**src/rtl/time_rd_if.sv**
```systemverilog
// Time-stream, memory-read and sample-stream signals of time_rd grouped as one bundle.
// slave is the time_rd side; master is the controller/memory/sink side.
interface time_rd_if #(
    parameter int B = 8,
    parameter int N = 10,
    parameter int W = 16
);
    logic         sync_i;
    logic         valid_i;
    logic [B-1:0] t_i;
    logic [N-1:0] ADDR_REG;
    logic         mem_en;
    logic [N-1:0] mem_addr;
    logic [W-1:0] mem_dout;
    logic [W-1:0] dout;
    logic         dout_valid;
    logic         dout_last;
    logic         done;
    logic         busy;
    logic         err;

    modport slave (
        input  sync_i, valid_i, t_i, ADDR_REG, mem_dout,
        output mem_en, mem_addr, dout, dout_valid, dout_last, done, busy, err
    );

    modport master (
        output sync_i, valid_i, t_i, ADDR_REG, mem_dout,
        input  mem_en, mem_addr, dout, dout_valid, dout_last, done, busy, err
    );
endinterface

```
**src/rtl/time_rd.sv**
```systemverilog
// Time-index consumer: each new t reads the table at base+t; samples come out as pulses. TIME_RD_CHECK_EN adds the continuity checker.
// Latency: t -> mem_en 1 cycle, -> dout_valid RD_LAT+2 cycles; done RD_LAT+2 cycles after valid_i falls.
// No backpressure: one read per cycle, sample pulses cannot be stalled.
module time_rd #(
    parameter int B      = 8,
    parameter int N      = 10,
    parameter int W      = 16,
    parameter int RD_LAT = 2
) (
    input  logic     clk,
    input  logic     rst,
    time_rd_if.slave bus
);
    localparam int             TMAX_I = (1 << (B - 1)) - 1;
    localparam logic [B-1:0]   T_MAX  = TMAX_I[B-1:0];

    localparam logic [1:0] S_IDLE  = 2'd0;
    localparam logic [1:0] S_ARMED = 2'd1;
    localparam logic [1:0] S_RUN   = 2'd2;
    localparam logic [1:0] S_DRAIN = 2'd3;

    logic [1:0]    state;
    logic [N-1:0]  base;
    logic [N-1:0]  addr_q;
    logic [B-1:0]  t_prev;
    logic [3:0]    drain_cnt;
    logic [RD_LAT:0] vld_pipe;
    logic [RD_LAT:0] lst_pipe;
    logic [W-1:0]  dout_q;
    logic          dout_vld_q;
    logic          dout_lst_q;
    logic          done_q;
    logic          busy_q;
    logic          err_q;
    logic          issue;

    // sync_i wins over valid_i; repeated t (controller wait cycles) issues nothing
    always_comb begin
        issue = 1'b0;
        if (!bus.sync_i && bus.valid_i)
            issue = (state == S_ARMED) || ((state == S_RUN) && (bus.t_i != t_prev));
    end

    always_ff @(posedge clk) begin
        if (rst) begin
            state     <= S_IDLE;
            base      <= '0;
            t_prev    <= '0;
            drain_cnt <= '0;
            done_q    <= 1'b0;
            busy_q    <= 1'b0;
        end else begin
            done_q <= 1'b0;
            busy_q <= (state != S_IDLE);
            if (issue)
                t_prev <= bus.t_i;
            case (state)
                S_IDLE: begin
                    if (bus.sync_i) begin
                        base  <= bus.ADDR_REG;
                        state <= S_ARMED;
                    end
                end
                S_ARMED: begin
                    if (bus.sync_i)
                        base <= bus.ADDR_REG;
                    else if (bus.valid_i)
                        state <= S_RUN;
                end
                S_RUN: begin
                    if (bus.sync_i) begin
                        base  <= bus.ADDR_REG;
                        state <= S_ARMED;
                    end else if (!bus.valid_i) begin
                        drain_cnt <= '0;
                        state     <= S_DRAIN;
                    end
                end
                default: begin
                    // drain lasts RD_LAT+1 cycles so the last sample is out before done
                    if (bus.sync_i) begin
                        base  <= bus.ADDR_REG;
                        state <= S_ARMED;
                    end else if (drain_cnt == 4'(RD_LAT)) begin
                        done_q <= 1'b1;
                        state  <= S_IDLE;
                    end else begin
                        drain_cnt <= drain_cnt + 4'd1;
                    end
                end
            endcase
        end
    end

    // read pipeline: stage 0 is mem_en, stage RD_LAT lines up with valid mem_dout
    always_ff @(posedge clk) begin
        if (rst) begin
            vld_pipe   <= '0;
            lst_pipe   <= '0;
            addr_q     <= '0;
            dout_q     <= '0;
            dout_vld_q <= 1'b0;
            dout_lst_q <= 1'b0;
        end else begin
            vld_pipe   <= {vld_pipe[RD_LAT-1:0], issue};
            lst_pipe   <= {lst_pipe[RD_LAT-1:0], issue && (bus.t_i == T_MAX)};
            if (issue)
                addr_q <= base + N'(bus.t_i);
            dout_vld_q <= vld_pipe[RD_LAT];
            dout_lst_q <= lst_pipe[RD_LAT];
            if (vld_pipe[RD_LAT])
                dout_q <= bus.mem_dout;
        end
    end

`ifdef TIME_RD_CHECK_EN
    logic [B-1:0] t_next;
    logic         seq_bad;

    assign t_next  = t_prev + B'(1);
    assign seq_bad = (state == S_ARMED) ? (bus.t_i != '0) : (bus.t_i != t_next);

    always_ff @(posedge clk) begin
        if (rst || bus.sync_i)
            err_q <= 1'b0;
        else if (issue && seq_bad)
            err_q <= 1'b1;
    end
`else
    assign err_q = 1'b0;
`endif

    assign bus.mem_en     = vld_pipe[0];
    assign bus.mem_addr   = addr_q;
    assign bus.dout       = dout_q;
    assign bus.dout_valid = dout_vld_q;
    assign bus.dout_last  = dout_lst_q;
    assign bus.done       = done_q;
    assign bus.busy       = busy_q;
    assign bus.err        = err_q;
endmodule

```
**src/flat_wrapper.sv**
```systemverilog
// flat-port wrapper written by rule: the top's interface ports become plain ports
module time_rd_flat 
#(
    parameter int B      = 8,
    parameter int N      = 10,
    parameter int W      = 16,
    parameter int RD_LAT = 2
)
  (clk, rst, bus_sync_i, bus_valid_i, bus_t_i, bus_ADDR_REG, bus_mem_dout, bus_mem_en, bus_mem_addr, bus_dout, bus_dout_valid, bus_dout_last, bus_done, bus_busy, bus_err);
  time_rd_if #(.B(B), .N(N), .W(W)) bus_i ();
  input  logic clk;
  input  logic rst;
  input wire logic [$bits(bus_i.sync_i)-1:0] bus_sync_i;
  input wire logic [$bits(bus_i.valid_i)-1:0] bus_valid_i;
  input wire logic [$bits(bus_i.t_i)-1:0] bus_t_i;
  input wire logic [$bits(bus_i.ADDR_REG)-1:0] bus_ADDR_REG;
  input wire logic [$bits(bus_i.mem_dout)-1:0] bus_mem_dout;
  output wire logic [$bits(bus_i.mem_en)-1:0] bus_mem_en;
  output wire logic [$bits(bus_i.mem_addr)-1:0] bus_mem_addr;
  output wire logic [$bits(bus_i.dout)-1:0] bus_dout;
  output wire logic [$bits(bus_i.dout_valid)-1:0] bus_dout_valid;
  output wire logic [$bits(bus_i.dout_last)-1:0] bus_dout_last;
  output wire logic [$bits(bus_i.done)-1:0] bus_done;
  output wire logic [$bits(bus_i.busy)-1:0] bus_busy;
  output wire logic [$bits(bus_i.err)-1:0] bus_err;
  assign bus_i.sync_i = bus_sync_i;
  assign bus_i.valid_i = bus_valid_i;
  assign bus_i.t_i = bus_t_i;
  assign bus_i.ADDR_REG = bus_ADDR_REG;
  assign bus_i.mem_dout = bus_mem_dout;
  assign bus_mem_en = bus_i.mem_en;
  assign bus_mem_addr = bus_i.mem_addr;
  assign bus_dout = bus_i.dout;
  assign bus_dout_valid = bus_i.dout_valid;
  assign bus_dout_last = bus_i.dout_last;
  assign bus_done = bus_i.done;
  assign bus_busy = bus_i.busy;
  assign bus_err = bus_i.err;
  time_rd #(.B(B), .N(N), .W(W), .RD_LAT(RD_LAT)) u_core (.clk(clk), .rst(rst), .bus(bus_i));
endmodule
```
**config.mk**
```make
export PLATFORM = sky130hd
export DESIGN_NAME = time_rd_flat
export DESIGN_NICKNAME = d
export VERILOG_FILES = /design/src/rtl/time_rd_if.sv /design/src/rtl/time_rd.sv /design/src/flat_wrapper.sv
export SDC_FILE = /design/constraint.sdc
export NUM_CORES = 1
export LEC_CHECK = 0
export ABC_AREA = 1
export BUFFER_PORTS_ARGS = -buffer_cell sky130_fd_sc_hd__buf_2
export CAP_MARGIN = 20
export CELL_PAD_IN_SITES_DETAIL_PLACEMENT = 0
export CELL_PAD_IN_SITES_GLOBAL_PLACEMENT = 1
export CORE_MARGIN = 3
export CORE_UTILIZATION = 37
export DETAILED_ROUTE_END_ITERATION = 10
export GPL_TIMING_DRIVEN = 0
export HOLD_SLACK_MARGIN = 0.1
export PLACE_DENSITY_LB_ADDON = 0.25
export SYNTH_ARGS = -nofsm -noshare
export SYNTH_HDL_FRONTEND = slang
export SYNTH_SLANG_ARGS = --single-unit
```
**constraint.sdc**
```tcl
create_clock -name clk -period 1.99 [get_ports clk]
set_clock_uncertainty 0.1 [all_clocks]
set_input_delay 0.0995 -clock clk [delete_from_list [all_inputs] [get_ports clk]]
set_output_delay 0.0995 -clock clk [all_outputs]
set_load 0.01 [all_outputs]
```
== Word-level counts from Yosys, hierarchy flattened ==
Cells that the tools add are included.
W data, S select, Z words.

* Bits in registers: 60
* Input bits: 38
* Output and inout bits: 32
* Word-level logic and storage cells: 54

* Add/sub/neg operators: 2
* Eq/ne operators: 11
* Multiplexer cells: 15
* Bitwise operators: 2
* Reduce and logical (&&, ||, !) cells: 12

{| class="wikitable"
|+ Operators with widths
! operator !! count
|-
| $mux W4 || 4
|-
| $mux W2 || 7
|-
| $add A10 B8 Y10 || 1
|-
| $eq A8 B7 Y1 const B || 1
|-
| $ne A2 B2 Y1 const B || 4
|-
| $ne A8 B8 Y1 || 1
|-
| $pmux W4 S2 || 1
|-
| $pmux W2 S3 || 1
|-
| $reduce_and A5 Y1 || 1
|-
| $reduce_or A5 Y1 || 1
|-
| $add A4 B1 Y4 const B || 1
|-
| $eq A4 B2 Y1 const B || 1
|-
| $reduce_and A4 Y1 || 1
|-
| $reduce_bool A4 Y1 || 1
|-
| $logic_and A1 B1 Y1 || 3
|-
| $ne A3 B3 Y1 const B || 1
|-
| $eq A2 B1 Y1 const B || 1
|-
| $eq A2 B2 Y1 const B || 1
|-
| $logic_not A2 Y1 || 1
|-
| $mux W1 || 2
|-
| $ne A2 B1 Y1 const B || 1
|-
| $not A1 Y1 || 2
|-
| $reduce_bool A2 Y1 || 1
|-
| $reduce_or A2 Y1 || 1
|-
| other kinds (2) || 2
|}

== Logic depth before layout (Yosys ltp) ==
Gate-level depths: netlist of the first run.

* Depth after elaboration: 5
* Depth in mapped cells: 12
* Depth with buffers taken out: 12

== Worst setup path before layout of the first run ==
Ideal clock, no wire load.

* Path type: register to register
* From: reg u_core.base[0]
* To: reg u_core.addr_q[6], in the netlist u_core.bus.mem_addr[6]
* Library setup time: 0.115 ns
* Arrival: 1.434 ns
* Data required time: 1.775 ns
* Setup slack: 0.341 ns
* Cell stages (with the launch flop): 11
* Path buffers: 0
* Clock period less this slack: 1.649 ns
* Path through: dfxtp_1 -> ha_1 -> fa_1 -> nand3_1 -> nand2_1 -> nand3_1 -> nand3b_1 -> nand2_1 -> nand3_1 -> nand2_1 -> nor2_1

* Longest elaborated chain between the ends: 1

{| class="wikitable"
|+ Ends and longest elaborated chain
! what !! RTL line !! source
|-
| from (decl) || time_rd.sv:23 || <nowiki>logic [N-1:0] base;</nowiki>
|-
| from (signal assigned) || time_rd.sv:60 || <nowiki>base <= bus.ADDR_REG;</nowiki>
|-
| from (signal assigned) || time_rd.sv:66 || <nowiki>base <= bus.ADDR_REG;</nowiki>
|-
| from (signal assigned) || time_rd.sv:72 || <nowiki>base <= bus.ADDR_REG;</nowiki>
|-
| $add A10 B8 Y10 || time_rd.sv:108 || <nowiki>addr_q <= base + N'(bus.t_i);</nowiki>
|-
| to (signal assigned) || time_rd.sv:108 ||
|-
| to (decl) || time_rd.sv:24 || <nowiki>logic [N-1:0] addr_q;</nowiki>
|}

No other way between the ends.
A chain may end at the register's enable or synchronous reset.

== Worst setup path in the final report of the first run ==
* From: in bus_t_i[0]
* To: reg u_core.addr_q[8], in the netlist u_core.bus.mem_addr[8]

* Longest elaborated chain between the ends: 4
* Elaborated cells between the ends (all ways): 5
* Classes of those cells: add/sub (1); eq/ne (1); mux (1); reduce/logical (2)

{| class="wikitable"
|+ Ends and longest elaborated chain
! what !! RTL line !! source
|-
| from (decl) || flat_wrapper.sv:15 || <nowiki>input wire logic [$bits(bus_i.t_i)-1:0] bus_t_i;</nowiki>
|-
| parallel branches: the longest is 4 deep, another holds $add A10 B8 Y10 || n/a ||
|}

Parallel ways; which one is timed is not known.

==> results.cfg, run 1 <==
[outcome]
outcome = finished, final reports clean

[timing]
hold_viol = 0
post-route-period-util_pct = 93.50
max_slew.worst_pin.slew_ns = 0.5541
holdWs_ns = 0.1571
max_freq_mhz = 537.5
setup_viol = 0
fin_tns_setup_ns = 0
grt_setup_unrepaired = no
min_period_ns = 1.861
slew-limit-headroom_pct = 63.06
slew_viol_final = 0

[final_layout]
final_common_cell = nor2_1
drive_gt1_share_pct = 20.41
layout_common_cells = nor2_1 (90), nand2_1 (77), buf_2 (75)
syn_to_final_growth_pct = 34.28
instances_no_fill = 633
fin_util_pct = 52.65
fin_nets = 582
diodes = 0

[worst_setup_path]
worstPathRequired_ns = 2.12
path_class = primary input to register
arrival_ns = 1.99
critPathLaunchType = primary input
worstPathMaxFanout = 3
crit_path_end_kind = register

[global_routing]
grt_pass1_vias = 2809
grt_util_all_layers_pct = 17.98
grt.overflow.total = 0
antenna_found_initial = 0
grt_pass1_wl_um = 12590
grt_max_degree = 13

[routing]
drt_iter0_drc = 144
drt-wirelength-per-cell_um = 12.06
drc = 0
drt-total-wl_um = 7637
vias = 2931
drt_first_pass_iters = 5
vias_per_cell = 4.630
postRouteAntennaNets = 0

[floorplanning]
die_w_um = 94.84
core_area_um2 = 7447
boundaryPins = 70
die_y_um = 94.84
rows = 31
start_util_pct = 39.21
dieArea_um2 = 8995

[logic_synthesis]
synth_area_um2 = 2920
ys_ff_latch = 60
ys_seq_area_share_pct = 41.13
yosysWarnings = 0
yosys.cell_types.count = 28
synthArstFlopShare_pct = 0
synth_flop_cell = dfxtp_1
syn_inst = 415
synth_edf_count = 0
syn_nets = 468
avgSynthCellArea_um2 = 7.037

[flow_run]
cap_violations = 0

[clock_tree]
clk_pin_slew_worst_paths_ns = 0.07
cts_buffer_depth = 2
tritoncts = built
post_cts_buffers = 0
cts.sinks = 60
htree_num_levels = 3
root_buffer = clkbuf_8
cts_inserted_buffers = 9
clkLatencyLatePin_ns = 0.33

[power_and_ir_drop]
pwr-share-comb_pct = 33.1
switching_share_pct = 36.23
powerDensity_nw_per_um2 = 915.2
ir_drop_mv = 0.6553
pwr-share-seq_pct = 40.1
internal-power_w = 0.002289
power.leakage_nw = 1.889
switchingPower_w = 0.001300
clock_power_share_pct = 26.9
finalPower_w = 0.003589

[placement]
dp_hpwl_um = 5618
finalWeightedCongestion = 0.8873
io_buffers = 68
placedCellCount = 582

[worst_hold_path]
hp-class = primary input to register
cell families after synthesis:
| group | after synthesis | share of synthesized area, % |
|---|---|---|
| flip-flops | 60 | 41.13 |
| XOR/XNOR | 7 | 2.099 |
| adder cells (fa/ha/maj) | 15 | 6.684 |
| other | 1 | 0.1284 |
| AND/OR/NAND/NOR | 208 | 29.56 |
| buffers and inverters | 58 | 8.911 |
| AO/OA/AOI/OAI | 66 | 11.48 |
power by group through the flow:
stage / Combinational (W) / Clock, W / Sequential (W)
3_3_place_gp: 0.00112 / 0 / 0.00146
5_1_grt: 0.00135 / 0.00105 / 0.00145
3_5_place_dp: 0.00113 / 0 / 0.00146
6_report: 0.00119 / 0.000964 / 0.00144
2_1_floorplan: 0.000804 / 0 / 0.00148
4_1_cts: 0.00119 / 0.00101 / 0.00144
sequential cells by signal, indices dropped and copies added (netlist names):
signal / flops
u_core.state: 2
u_core.t_prev: 8
u_core.vld_pipe: 3
u_core.base: 10
u_core.bus.done: 1
u_core.lst_pipe: 3
u_core.bus.dout_last: 1
u_core.drain_cnt: 4
u_core.bus.dout_valid: 1
u_core.bus.busy: 1
u_core.bus.mem_addr: 10
u_core.bus.dout: 16
synthesized netlist by cell type (all sizes together) (2+ instances only):
| master | n | area [um2] |
|---|---|---|
| dfxtp | 60 | 1201 |
| nor3 | 3 | 20.02 |
| inv | 39 | 146.4 |
| buf | 12 | 87.58 |
| nor4 | 2 | 12.51 |
| a21oi | 27 | 135.1 |
| ha | 14 | 175.2 |
| clkbuf | 6 | 22.52 |
| nand3 | 31 | 165.2 |
| o21ai | 37 | 185.2 |
| xnor2 | 7 | 61.31 |
| nor2 | 90 | 337.8 |
| nand2 | 79 | 306.5 |
stage by stage:
stage / area [um2] / setup WS (ns)
2_1_floorplan: 2920 / 0.3412
3_3_place_gp: 3385 / 0.1707
3_5_place_dp: 3385 / 0.1738
4_1_cts: 3910 / 0.06360
5_1_grt: 3921 / 0.01550
6_report: 3921 / 0.1294
what timing repair did:
item | 4_1_cts | 5_1_grt
setup endpoints to repair | 0 | 8
hold endpoints to repair | 36 | 0
hold buffers | 35 | 0
resized for setup | 0 | 5
worst paths after layout:
| kind | from | to | slack, ns | depth (start not counted) |
|---|---|---|---|---|
| setup / recovery | bus_t_i[0] | u_core.bus.mem_addr[8]$_SDFFE_PP0P_ | 0.13 | 12 |
| hold / removal | rst | u_core.bus.dout[15]$_SDFFE_PP0P_ | 0.16 | 5 |
| setup reg to reg | u_core.base[0]$_SDFFE_PP0P_ | u_core.bus.mem_addr[8]$_SDFFE_PP0P_ | 0.26 | 10 |
| hold reg to reg | u_core.lst_pipe[2]$_SDFF_PP0_ | u_core.bus.dout_last$_SDFF_PP0_ | 0.30 | 2 |
critical path, stage by stage:
cell and delay (ns):
dlygate4sd3_1 0.53, buf_2 0.15, ha_2 0.22, fa_2 0.35
nand3_1 0.09, nand2_1 0.11, nand2_1 0.10, nand3_1 0.08
nand2_1 0.08, nand3_1 0.08, nand2_1 0.07, nor2_1 0.04
final cells by class:
class / count / area, um2
clock buffer: 9 / 123.9
tap: 99 / 123.9
sequential: 60 / 1201
timing repair buffer: 103 / 690.7
fill: 760 / 3526
buffer: 18 / 110.1
inverter: 40 / 150.1
multi-input combinational: 297 / 1470
clock inverter: 7 / 51.30
layer usage:
metal	wire (um)	vias to the layer above	GRT usage [%]
li1	-	1549	-
met1	3524	1307	22.31
met2	3642	64	29.71
met3	353	11	4.542
met4	116	0	7.212
met5	0	-	0
Power figures use the tool's default switching activity.
==> inputs of run 2 (changes only) <==
--- a/config.mk
+++ b/config.mk
@@ -5,13 +5,13 @@
 export SDC_FILE = /design/constraint.sdc
 export NUM_CORES = 1
 export LEC_CHECK = 0
-export ABC_AREA = 1
+export ABC_AREA = 0
 export BUFFER_PORTS_ARGS = -buffer_cell sky130_fd_sc_hd__buf_2
 export CAP_MARGIN = 20
 export CELL_PAD_IN_SITES_DETAIL_PLACEMENT = 0
 export CELL_PAD_IN_SITES_GLOBAL_PLACEMENT = 1
 export CORE_MARGIN = 3
-export CORE_UTILIZATION = 37
+export CORE_UTILIZATION = 40
 export DETAILED_ROUTE_END_ITERATION = 10
 export GPL_TIMING_DRIVEN = 0
 export HOLD_SLACK_MARGIN = 0.1
==> results.cfg, run 2 <==
[timing]
hold_viol = 0
slew_viol_final = 0
setup_viol = 0
slew-limit-headroom_pct = 63.14
max_freq_mhz = 522.9
max_slew.worst_pin.slew_ns = 0.5528
setup_ws_ns = 0.07749
min_period_ns = 1.913
holdWs_ns = 0.2033
post-route-period-util_pct = 96.11
grt_setup_unrepaired = yes

[routing]
drt_iter0_drc = 76
postRouteAntennaNets = 0
vias_per_cell = 4.801
drc = 0
drt-total-wl_um = 6844
vias = 2463
drt_first_pass_iters = 4
drt-wirelength-per-cell_um = 13.34

[clock_tree]
htree_num_levels = 3
cts_buffer_depth = 2
clkLatencyLatePin_ns = 0.33
root_buffer = clkbuf_8
cts.sinks = 60
clk_pin_slew_worst_paths_ns = 0.07
tritoncts = built
cts_inserted_buffers = 9

[worst_setup_path]
worstPathMaxFanout = 7
crit_path_end_kind = register
worstPathRequired_ns = 2.08
arrival_ns = 2.00
path_class = primary input to register
critPathLaunchType = primary input

[global_routing]
grt_pass1_vias = 2441
grt_util_all_layers_pct = 17.55
grt_max_degree = 11
grt.overflow.total = 0
grt_pass1_wl_um = 11680
antenna_found_initial = 0

[logic_synthesis]
synth.most_common_cell = dfxtp_1
syn_nets = 348
ys_seq_area_share_pct = 42.29
syn_inst = 295
synth_flop_cell = dfxtp_1
synth_edf_count = 0
ys_top_cells_by_count = dfxtp_1 (60), nor2_1 (34), mux2i_1 (26)
avgSynthCellArea_um2 = 9.628
ys_ff_latch = 60
yosys.area.top_type_share_pct = 42.29
yosys.cell_types.count = 50
synthArstFlopShare_pct = 0
yosysTopAreaCell = dfxtp_1
yosysWarnings = 0
synth.area.top_cells = dfxtp_1 (42%), mux2i_1 (9.2%), ha_1 (6.2%)
synth_area_um2 = 2840

[placement]
finalWeightedCongestion = 0.8199
io_buffers = 67
pre_cts_ws_ns = -0.1688
dp_hpwl_um = 4762

[final_layout]
fin_nets = 465
diodes = 0
final_common_cell = buf_2
layout_common_cells = buf_2 (72), dfxtp_1 (58), dlygate4sd3_1 (38)
largest_reg_flops = 16
num-fill-cells = 634
fin_util_pct = 57.88
syn_to_final_growth_pct = 39.21
drive_gt1_share_pct = 29.02

[outcome]
outcome = finished, final reports clean

[flow_run]
cap_violations = 0

[power_and_ir_drop]
powerDensity_nw_per_um2 = 849.7
power.leakage_nw = 1.701
ir_drop_mv = 0.6514
finalPower_w = 0.003360

[floorplanning]
dieArea_um2 = 8148
rows = 30
boundaryPins = 70
core_area_um2 = 6832
start_util_pct = 41.58
die_w_um = 90.27
die_y_um = 90.27

[worst_hold_path]
hp-class = primary input to register
run 2: metal layers:
metal	up-vias	wire length, um	GRT usage, %
met3	8	348	4.000
met5	-	0	0
met1	1094	3362	23.85
met2	74	3052	26.94
met4	0	80	7.143
li1	1287	-	-
run 2: layout make-up:
cell class | count | area (um2) | area share, %
Inverter | 5 | 18.77 | 0.4747
Tap cell | 96 | 120.1 | 3.038
Multi-Input combinational cell | 213 | 1565 | 39.59
Clock inverter | 4 | 47.55 | 1.203
Buffer | 17 | 120.1 | 3.038
Sequential cell | 60 | 1204 | 30.44
Timing Repair Buffer | 106 | 723.2 | 18.29
Clock buffer | 12 | 155.1 | 3.924
run 2: final timing paths:
check	cells past startpoint	slack [ns]	to	from
setup / recovery	7	0.08	u_core.bus.mem_addr[7]$_SDFFE_PP0P_	bus_t_i[7]
hold / removal	4	0.20	u_core.bus.mem_addr[0]$_SDFFE_PP0P_	bus_valid_i
setup reg to reg	7	0.08	u_core.bus.mem_addr[8]$_SDFFE_PP0P_	u_core.base[0]$_SDFFE_PP0P_
hold reg to reg	1	0.34	u_core.lst_pipe[2]$_SDFF_PP0_	u_core.lst_pipe[1]$_SDFF_PP0_
run 2: what timing repair did:
action / CTS / global route
buffers inserted: 0 / 1
pin swaps: 0 / 9
endpoints found under the setup margin: 3 / 9
endpoints found under the hold margin: 46 / 0
hold buffers: 38 / 0
resized for setup: 4 / 12
run 2: cells by family (layout without fill, tap and decap cells):
kind of cell | after synthesis | after routing | share of synthesized area, %
AOI/OAI and AO/OA | 68 | 68 | 15.51
xor gates and xnor gates | 16 | 16 | 4.934
adders and majority gates | 15 | 15 | 6.872
buffers and inverters | 22 | 144 | 4.889
DFF | 60 | 60 | 42.29
muxes | 26 | 26 | 9.163
other | 1 | 1 | 0.1320
and+or+nand+nor | 87 | 87 | 16.21
run 2: stage by stage:
step | area (um2) | cells | TNS (ns)
after floorplan | 2840 | 295 | 0
after global placement | 3296 | 458 | -0.2914
after detailed placement | 3296 | 458 | -0.2414
after CTS | 3897 | 512 | 0
after global routing | 3954 | 513 | -0.007442
final | 3954 | 513 | 0
run 2: worst max-delay path, cell delays in order:
cell and delay [ns]:
dlygate4sd3_1 0.53, buf_2 0.16, ha_2 0.34, or4_1 0.53
o32a_1 0.18, o211ai_1 0.08, a21oi_1 0.08
run 2: power breakdown:
group	total (W)	switching, W	internal [W]
Clock	0.00110	0.000459	0.000643
Sequential	0.00140	0.0000811	0.00131
Combinational	0.000862	0.000448	0.000415
==> inputs of run 3 (changes only) <==
--- a/config.mk
+++ b/config.mk
@@ -11,11 +11,13 @@
 export CELL_PAD_IN_SITES_DETAIL_PLACEMENT = 0
 export CELL_PAD_IN_SITES_GLOBAL_PLACEMENT = 1
 export CORE_MARGIN = 3
-export CORE_UTILIZATION = 40
+export CORE_UTILIZATION = 42
+export CTS_BUF_LIST = sky130_fd_sc_hd__clkbuf_2 sky130_fd_sc_hd__clkbuf_4 sky130_fd_sc_hd__clkbuf_8
 export DETAILED_ROUTE_END_ITERATION = 10
 export GPL_TIMING_DRIVEN = 0
 export HOLD_SLACK_MARGIN = 0.1
 export PLACE_DENSITY_LB_ADDON = 0.25
+export SKIP_LAST_GASP = 1
 export SYNTH_ARGS = -nofsm -noshare
 export SYNTH_HDL_FRONTEND = slang
 export SYNTH_SLANG_ARGS = --single-unit
==> constraint.sdc (replaced) <==
create_clock -name clk -period 1.93 [get_ports clk]
set_clock_uncertainty 0.1 [all_clocks]
set_input_delay 0.0965 -clock clk [delete_from_list [all_inputs] [get_ports clk]]
set_output_delay 0.0965 -clock clk [all_outputs]
set_load 0.01 [all_outputs]
==> results.cfg, run 3 (synthesis results as in run 2) <==
[clock_tree]
tritoncts = built
cts.sinks = 60
clk_pin_slew_worst_paths_ns = 0.07
root_buffer = clkbuf_8
clkLatencyLatePin_ns = 0.33
htree_num_levels = 3
cts_inserted_buffers = 9
cts_buffer_depth = 2

[final_layout]
num-fill-cells = 571
fin_nets = 462
drive_gt1_share_pct = 29.71
largest_reg_flops = 16
syn_to_final_growth_pct = 38.15
regArea_um2 = 1202
layout_common_cells = buf_2 (70), dfxtp_1 (59), dlygate4sd3_1 (36)
multiInputGateArea_um2 = 1589
final_common_cell = buf_2
diodes = 0

[timing]
holdWs_ns = 0.1853
slew_viol_final = 0
post-route-period-util_pct = 99.43
grt_setup_unrepaired = yes
max_slew.worst_pin.slew_ns = 0.5141
setup_ws_ns = 0.01095
max_freq_mhz = 521.1
setup_viol = 0
min_period_ns = 1.919
fin_tns_setup_ns = 0
slew-limit-headroom_pct = 65.73
hold_viol = 0

[routing]
drt_iter0_drc = 121
vias_per_cell = 5.136
vias = 2522
drt-wirelength-per-cell_um = 14.50
postRouteAntennaNets = 0
drc = 0
drt-total-wl_um = 7121
drt_first_pass_iters = 4

[floorplanning]
boundaryPins = 70
core_area_um2 = 6459
dieArea_um2 = 7785
start_util_pct = 43.98
rows = 29
die_w_um = 88.24
die_y_um = 88.24

[worst_hold_path]
whs_path_depth = 4
hp-class = primary input to register

[global_routing]
grt_util_all_layers_pct = 18.76
grt.overflow.total = 0
grt_pass1_wl_um = 11220
grt_max_degree = 12
grt_pass1_vias = 2370
antenna_found_initial = 0

[power_and_ir_drop]
power.leakage_nw = 1.688
powerDensity_nw_per_um2 = 876.0
ir_drop_mv = 0.4663

[worst_setup_path]
path_class = register to register
slowest_delay_ns = 0.37
reg2reg_depth = 7
cp_cell_sequence = ha_2 -> fa_2 -> a211oi_2 -> nor3_1 -> a211oi_1 -> xor2_1 -> o2bb2ai_1
crit_path_end_kind = register
slowest_stage = fa_2
worstPathRequired_ns = 2.06
arrival_ns = 2.05
critPathLaunchType = register
worstPathMaxFanout = 3

[placement]
dp_hpwl_um = 4832
finalWeightedCongestion = 0.8344
io_buffers = 67
pre_cts_ws_ns = -0.1594

[flow_run]
cap_violations = 0

[outcome]
outcome = finished, final reports clean
run 3: changes by cell type in the layout (fill, tap and decap cells not counted), moves of 2 or more:
cell	delta
buf_2	-2
clkbuf_8	-2
clkinvlp_4	+2
dlygate4sd3_1	-2
ha_1	-2
ha_2	+2
run 3: area by class of cell:
type                       count  area share [%]
buffer                        16           2.934
clock buffer                   9           3.157
clock inverter                 7           1.722
inverter                       5          0.4783
multi-input combinational    213           40.50
sequential                    60           30.64
tap                           77           2.455
timing repair buffer         104           18.11
run 3: repair_timing:
item	in CTS	in global routing
hold buffers	37	0
buffers inserted	0	1
gates resized for setup	4	15
pin swaps	3	2
endpoints found under the setup margin	6	11
hold endpoints to repair	46	0
run 3: layer usage:
metal  up-vias  track usage (%)  wire length (um)
met5         -                0                 0
met3        10            3.818               362
met2        74            30.86              3342
met1      1163            23.98              3298
li1       1275                -                 -
met4         0            7.830               118
run 3: critical path, delay by kind of cell, from the launching register on:
kind,cells,cell delay (ns)
adder cells (fa/ha/maj),2,0.56
AO/OA/AOI/OAI,3,0.56
flip-flops,1,0.33
XOR/XNOR,1,0.18
AND/OR/NAND/NOR,1,0.10
run 3: worst paths after layout:
path                                         end                          start  slack (ns)
max          u_core.bus.mem_addr[8]$_SDFFE_PP0P_    u_core.base[0]$_SDFFE_PP0P_        0.01
min          u_core.bus.mem_addr[2]$_SDFFE_PP0P_                    bus_valid_i        0.19
min reg2reg      u_core.bus.dout_last$_SDFF_PP0_  u_core.lst_pipe[2]$_SDFF_PP0_        0.34
max reg2reg  u_core.bus.mem_addr[8]$_SDFFE_PP0P_    u_core.base[0]$_SDFFE_PP0P_        0.01
run 3: per-stage QoR:
stage / cell area [um2] / power (W) / util [%] / instances
finish: 3924 / 0.003437 / 60.75 / 491
global placement: 3277 / 0.002251 / 50.74 / 439
floorplan: 2845 / 0.002039 / - / 295
CTS: 3854 / 0.003446 / 59.67 / 492
detailed placement: 3277 / 0.002261 / 50.74 / 439
global route: 3924 / 0.003640 / 60.75 / 491
run 3: power breakdown:
| group | leakage [nW] | internal [W] | switching, W |
|---|---|---|---|
| registers | 0.487 | 0.00136 | 0.0000880 |
| clock network | 0.0910 | 0.000588 | 0.000501 |
| logic | 1.11 | 0.000433 | 0.000472 |
| total | 1.69 | 0.00238 | 0.00106 |
